**src/rtl/wasm_operand_stack.sv**
```systemverilog
// Operand stack for the WASM datapath: atomic pop-then-push per op, with sticky
// overflow/underflow flags that stall the issuer, flush, and a random-depth peek.
module wasm_operand_stack #(
  parameter int unsigned WIDTH    = 32,
  parameter int unsigned DEPTH    = 16,
  parameter int unsigned POP_MAX  = 3,
  parameter int unsigned PUSH_MAX = 2,
  localparam int unsigned CW = $clog2(DEPTH + 1),
  localparam int unsigned PW = $clog2(POP_MAX + 1),
  localparam int unsigned UW = $clog2(PUSH_MAX + 1),
  localparam int unsigned IW = $clog2(DEPTH)
) (
  input  logic                      clk,
  input  logic                      rst_n,
  input  logic                      op_valid,
  output logic                      op_ready,
  input  logic [PW-1:0]             pop_num,
  input  logic [UW-1:0]             push_num,
  input  logic [PUSH_MAX*WIDTH-1:0] push_data,
  input  logic                      flush,
  input  logic                      err_clr,
  output logic [POP_MAX*WIDTH-1:0]  pop_window,
  output logic [POP_MAX-1:0]        window_vld,
  input  logic [IW-1:0]             pick_idx,
  output logic [WIDTH-1:0]          pick_data,
  output logic                      pick_vld,
  output logic [CW-1:0]             count,
  output logic                      full,
  output logic                      empty,
  output logic                      overflow,
  output logic                      underflow
);

  // Entries are stored bottom-up: address 0 is the oldest, count-1 is the top.
  logic [WIDTH-1:0] mem_q [DEPTH];
  logic [WIDTH-1:0] mem_d [DEPTH];
  logic [CW-1:0]    count_q, count_d;
  logic             overflow_q, overflow_d;
  logic             underflow_q, underflow_d;

  logic [CW:0] c_ext, pop_ext, push_ext, base, new_count;
  logic [31:0] pop_w, push_w;
  logic        bad_num, is_under, is_over, accept, commit;

  assign op_ready = ~(overflow_q | underflow_q);
  assign accept   = op_valid & op_ready;

  always_comb begin
    c_ext     = {1'b0, count_q};
    pop_ext   = (CW + 1)'(pop_num);
    push_ext  = (CW + 1)'(push_num);
    pop_w     = 32'(pop_num);
    push_w    = 32'(push_num);
    bad_num   = (pop_w > POP_MAX) | (push_w > PUSH_MAX);
    base      = c_ext - pop_ext;
    new_count = base + push_ext;
    is_under  = bad_num | (pop_ext > c_ext);
    is_over   = ~is_under & (new_count > (CW + 1)'(DEPTH));
    commit    = accept & ~flush & ~is_under & ~is_over;
  end

  always_comb begin
    count_d = count_q;
    if (flush) begin
      count_d = '0;
    end else if (commit) begin
      count_d = new_count[CW-1:0];
    end
  end

  // Set beats clear; an op discarded by flush leaves the flags alone.
  always_comb begin
    overflow_d  = overflow_q & ~err_clr;
    underflow_d = underflow_q & ~err_clr;
    if (accept && !flush) begin
      if (is_under) underflow_d = 1'b1;
      if (is_over)  overflow_d  = 1'b1;
    end
  end

  always_comb begin
    for (int j = 0; j < DEPTH; j++) begin
      mem_d[j] = mem_q[j];
      if (commit) begin
        for (int k = 0; k < PUSH_MAX; k++) begin
          if ((UW'(k) < push_num) && ((base + (CW + 1)'(k)) == (CW + 1)'(j))) begin
            mem_d[j] = push_data[k*WIDTH +: WIDTH];
          end
        end
      end
    end
  end

  always_ff @(posedge clk or negedge rst_n) begin
    if (!rst_n) begin
      count_q     <= '0;
      overflow_q  <= 1'b0;
      underflow_q <= 1'b0;
      for (int j = 0; j < DEPTH; j++) mem_q[j] <= '0;
    end else begin
      count_q     <= count_d;
      overflow_q  <= overflow_d;
      underflow_q <= underflow_d;
      for (int j = 0; j < DEPTH; j++) mem_q[j] <= mem_d[j];
    end
  end

  // Reads are masked by count so flushed or popped data never leaks out.
  always_comb begin
    pop_window = '0;
    window_vld = '0;
    for (int i = 0; i < POP_MAX; i++) begin
      if (CW'(i) < count_q) begin
        window_vld[i]                = 1'b1;
        pop_window[i*WIDTH +: WIDTH] = mem_q[IW'(count_q - CW'(i) - CW'(1))];
      end
    end
  end

  always_comb begin
    pick_vld  = CW'(pick_idx) < count_q;
    pick_data = '0;
    if (pick_vld) begin
      pick_data = mem_q[IW'(count_q - CW'(pick_idx) - CW'(1))];
    end
  end

  assign count     = count_q;
  assign full      = (count_q == CW'(DEPTH));
  assign empty     = (count_q == '0);
  assign overflow  = overflow_q;
  assign underflow = underflow_q;

endmodule

```
**config.mk**
```make
export PLATFORM = sky130hd
export DESIGN_NAME = wasm_operand_stack
export DESIGN_NICKNAME = d
export VERILOG_FILES = /design/src/rtl/wasm_operand_stack.sv
export SDC_FILE = /design/constraint.sdc
export NUM_CORES = 2
export LEC_CHECK = 0
export BUFFER_PORTS_ARGS = -buffer_cell sky130_fd_sc_hd__buf_2
export CAP_MARGIN = 20
export CORE_UTILIZATION = 63
export CTS_CLUSTER_DIAMETER = 200
export DETAILED_ROUTE_END_ITERATION = 10
export GPL_TIMING_DRIVEN = 1
export PLACE_DENSITY = 0.83
export REMOVE_ABC_BUFFERS = 1
export SLEW_MARGIN = 10
export SYNTH_ARGS = -nofsm -noshare
export SYNTH_HDL_FRONTEND = slang
export SYNTH_SLANG_ARGS = --single-unit
```
**constraint.sdc**
```tcl
create_clock -name clk -period 5.48 [get_ports clk]
set_clock_uncertainty 0.05 [all_clocks]
set_input_delay 0 -clock clk [delete_from_list [all_inputs] [get_ports clk]]
set_output_delay 0 -clock clk [all_outputs]
set_load 0.02 [all_outputs]
```
# Word-level counts from Yosys, hierarchy flattened
# Index checks and enable logic that the tools add are counted.
# classes
n_reduce_logical	70
addsub	9
n_eq_ne	31
bitwise_logic	18
magnitude_cmp	13
muxes	57
# op_table
operator	n
32-bit two-way mux	44
32-bit binary-select mux with 4-bit select	4
6-bit by 4-bit equality test with 1-bit output, second input constant	16
6-bit by 3-bit equality test with 1-bit output, second input constant	8
2-bit nonzero test	17
1-bit logical AND	33
2-bit AND reduction	16
6-bit by 2-bit equality test with 1-bit output, second input constant	4
5-bit >= comparator, second input constant	4
4-bit NOT with 5-bit output	4
4-bit by 1-bit subtractor with 4-bit output, second input constant	4
6-bit by 1-bit equality test with 1-bit output, second input constant	2
6-bit logical NOT	2
1-bit by 5-bit < comparator with 1-bit output, first input constant	2
5-bit two-way mux	2
1-bit bitwise AND	7
1-bit two-way mux	7
6-bit by 1-bit adder with 6-bit output, second input constant	1
6-bit by 2-bit adder with 6-bit output	1
6-bit by 5-bit greater-than comparator with 1-bit output, second input constant	1
5-bit by 2-bit subtractor with 6-bit output	1
5-bit equality test, second input constant	1
2-bit by 5-bit greater-than comparator with 1-bit output	1
5-bit logical NOT	1
9 further kinds	15
# totals
output_inout_bits	142
regBits	519

# Longest topological paths before layout
# depth
depth_word	8
mapped_depth	19
ltp_nobuf	12

# Worst setup path before layout
# OpenSTA, ideal clock, no wires.
# synth_path
path_kind	reg-to-reg
from	reg count_q[0] (netlist: count[0])
to	reg mem_q[203] (netlist name)
arrival_ps	4711
n_path_buf	8
setup_slack_ps	587
path_stages_with_launch	20
path_cell_list	dfrtp_1 > clkbuf_1 > inv_2 > buf_2 > buf_1 > clkbuf_1 > ha_1 > fa_1 > clkbuf_1 > inv_1 > ha_1 > a21oi_1 > or3_1 > o311ai_4 > buf_2 > buf_2 > clkbuf_1 > nand2_1 > o221ai_1 > a21oi_1
# synth_via
elab_chain_cells	7
# synth_rtl
item	line	source
start, declared	37	logic [CW-1:0] count_q, count_d;
start signal, assigned	101	count_q <= count_d;
5-bit by 2-bit subtractor with 6-bit output / 2-bit by 5-bit greater-than comparator with 1-bit output (equally long branches)	55, 57	
6-bit by 2-bit adder with 6-bit output / 1-bit OR (equally long branches)	56, 57	
6-bit by 5-bit greater-than comparator with 1-bit output / 1-bit NOT (equally long branches)	58, 59	
1-bit bitwise AND	58	is_over = ~is_under & (new_count > (CW + 1)'(DEPTH));
1-bit NOT	59	commit = accept & ~flush & ~is_under & ~is_over;
1-bit bitwise AND	59	
2-bit AND reduction (no line)	-	
end, declared	35	logic [WIDTH-1:0] mem_q [DEPTH];
# Parallel ways exist; a longest one is shown, timed or not.
# A chain may end at the register's enable or synchronous reset.

# Worst setup path after layout
# layout_path
from	reg count_q[0] (netlist: count[0])
to	reg mem_q[389] (netlist name)
# The elaborated chain is that of the path after synthesis.

==> impl_metrics.json <==
{
  "worstReg2RegStart": "count[0]",
  "tightest_slew_ns": 1.25,
  "routabilityCongestion": 0.914,
  "cts_made_buffers": 57,
  "path_max_fanout": 32,
  "hold_buffers": 101,
  "drive_gt1_share_pct": 38.8,
  "pwr-share-seq_pct": 40.3,
  "max-clock-path-buffers": 3,
  "ant_nets": 0,
  "cts_resized": 0,
  "antenna_found_initial": 6,
  "ys_async_sr_fraction_pct": 100,
  "tns_ns": 0,
  "initial_core_util_pct": 64.3,
  "power_density_nw_per_um2": 218,
  "grt_max_degree": 170,
  "dr.pass1.iters": 9,
  "yosys_warnings": 0,
  "die_height_um": 257,
  "grtUsageTotal_pct": 45.9,
  "yosysSeqAreaShare_pct": 31.8,
  "drt_iter0_markers": 6042,
  "rows": 92,
  "viasPerCell": 8.15,
  "power.switching_mw": 2.88,
  "yosys-top-cells-count": "dfrtp_1, mux4_2, mux2_2",
  "syn_avg_cell_area_um2": 11.6,
  "start_kind": "flop",
  "synthesis.area_um2": 40900,
  "clk_latency_ns": 0.65,
  "critPathArrivalTime_ns": 5.56,
  "ys.flop_type": "dfrtp_1",
  "nNetsFinal": 3703,
  "drt_drc_violations_left": 0,
  "die-area_um2": 65900,
  "dp_cells": 4291,
  "fin_crit_ns": 5.09,
  "cts.sinks": 519,
  "crit_start": "count[0]",
  "p_int_mw": 7.11,
  "rsz0062_at_grt": "no",
  "hold_class": "input port to flop",
  "via_count": 36695,
  "comb_power_share_pct": 16.5,
  "core_um2": 63500,
  "grt_pass1_vias": 37058,
  "crit_type": "flop to flop",
  "io_buffers": 218,
  "cts_tree": "yes",
  "ioPinCount": 219,
  "dp_hpwl_um": 87200,
  "worst_ep_required_time_ns": 5.95,
  "p_clk_share_pct": 43.3,
  "synth_area_leaders": "dfrtp_1, mux4_2, mux2_2",
  "maxSlewHeadroom_pct": 16.4,
  "area_growth_pct": 12.5,
  "report.final.slew_viol_count": 0,
  "maxCapViolations": 0,
  "synth_top_area_share_pct": 31.8,
  "finalHoldViolations": 0,
  "synth_most_common_cell": "dfrtp_1",
  "synthCells": 3528,
  "power.leakage_nw": 18.2,
  "synth_edf_count": 0,
  "ys_ff_latch": 519,
  "setup_viol": 0,
  "die_x_um": 257,
  "cts_setup_buffers": 0,
  "routedWlPerCell_um": 33.6,
  "status": "finished, final reports clean",
  "grt_pass1_wl_um": 229000,
  "grt_overflow_total": 0,
  "stdcell_count": 4505,
  "max_freq_mhz": 197,
  "cts-root-buf": "clkbuf_16",
  "yosys.area.top_type": "dfrtp_1",
  "vdd_ir_drop_max_mv": 0.269,
  "finalWirelength_um": 152000,
  "hp-start": "err_clr",
  "htree_levels": 2,
  "clk_pin_slew_ns": 0.06,
  "swShare_pct": 28.8,
  "ys_types": 70,
  "total_power_mw": 10.0,
  "end_kind": "flop",
  "finalCritPeriodShare_pct": 92.9
}
## sequential cells by signal, summed over array words and instances, names as in the netlist
name	count
overflow	1
mem_q	512
count	5
underflow	1
## critical path, stage by stage, from the launching register on
cell           delay, ns
dfrtp_4             0.59
inv_8               0.20
ha_1                0.24
fa_1                0.41
nor3b_4             0.46
xnor2_1             0.16
nor3_1              0.79
nor2b_4             1.14
a221oi_1            0.22
dlygate4sd3_1       0.66
## kinds of logic (layout without fill, tap and decap cells)
| family | count (synthesis) | count (layout) | synth area share [%] |
|---|---|---|---|
| compound gates | 754 | 754 | 14.6 |
| xor+xnor | 13 | 13 | 0.297 |
| fa+ha+maj | 17 | 17 | 0.576 |
| buf+inv | 558 | 684 | 5.41 |
| flops | 519 | 519 | 31.8 |
| mux | 1089 | 1089 | 41.2 |
| other cells | 0 | 5 | 0 |
| simple gates | 578 | 578 | 6.11 |
## power groups by stage
stage	registers, mW	clock network, mW	logic [mW]
3_5_place_dp	4.09	0	1.50
5_1_grt	4.03	4.42	1.70
2_1_floorplan	4.07	0	1.01
3_3_place_gp	4.08	0	1.47
4_1_cts	4.02	4.29	1.57
6_report	4.03	4.33	1.65
## path summary, 6_finish.rpt
path | to | slack, ns | depth (start not counted)
worst max-delay path | mem_q[389] | 0.39 | 9
worst min-delay path | overflow | 0.04 | 3
worst max register to register | mem_q[389] | 0.39 | 9
worst min register to register | mem_q[233] | 0.50 | 2
max in group asynchronous | mem_q[76] | 3.98 | 4
min in group asynchronous | mem_q[170] | 0.44 | 4
## routing by layer
layer / wire, µm / vias to the layer above / track usage, % / share of wire (%)
met5: 50 / - / 0 / 0.033
met4: 12600 / 8 / 30.7 / 8.3
met3: 27400 / 1075 / 20.9 / 18
met2: 64000 / 3726 / 64.8 / 42
met1: 47500 / 17861 / 56.6 / 31
li1: - / 14025 / - / -
## layout make-up
cell class              count  area (µm²)
multi-input cells        2451       26000
clock inverters            27         445
repair buffers            429        3250
diodes                      5        12.5
fillers                  4079       17600
inverters                 151         574
well taps                 846        1060
flip-flops and latches    519       13000
clock buffers              77        1590
## through the flow
| stage | worst slack [ns] | util [%] | hold slack (ns) | area (µm²) |
|---|---|---|---|---|
| after floorplan | -24.00 | - | -0.346 | 39200 |
| after global placement | 1.18 | 67.4 | -0.0972 | 42800 |
| after detailed placement | 1.05 | 67.4 | -0.0917 | 42800 |
| after CTS | 0.569 | 72.2 | 0.0174 | 45900 |
| after global routing | 0.237 | 72.3 | 0.0514 | 45900 |
| final | 0.391 | 72.3 | 0.0407 | 46000 |
## cell usage in the layout, fill, tap and decap left out, types with 5 or more instances in the layout
master | synthesis | layout
diode_2 | 0 | 5
dlygate4sd3_1 | 0 | 100
o221ai_1 | 96 | 96
inv_1 | 148 | 148
o221a_2 | 160 | 160
o2111ai_1 | 5 | 5
ha_1 | 14 | 12
o21ai_0 | 41 | 41
a211oi_1 | 187 | 187
nand2_1 | 313 | 310
dfrtp_1 | 519 | 518
nand2b_1 | 8 | 8
buf_2 | 64 | 217
mux4_2 | 441 | 441
buf_12 | 0 | 21
clkbuf_1 | 291 | 12
a21oi_1 | 144 | 143
nor3_1 | 8 | 7
clkbuf_8 | 0 | 7
nor2_4 | 0 | 6
xnor2_2 | 1 | 6
o22ai_1 | 49 | 49
mux2i_1 | 311 | 311
a22oi_1 | 8 | 5
buf_4 | 4 | 86
o211ai_1 | 5 | 5
nor2b_1 | 62 | 59
nand3_1 | 13 | 7
bufinv_16 | 0 | 11
nand3_2 | 0 | 6
and2_2 | 0 | 5
nor2_1 | 148 | 141
a221oi_1 | 33 | 33
mux2_2 | 330 | 330
clkinv_2 | 0 | 11
clkbuf_16 | 0 | 58
mux2_1 | 6 | 6
No activity file was read; power rests on OpenSTA's default activity.
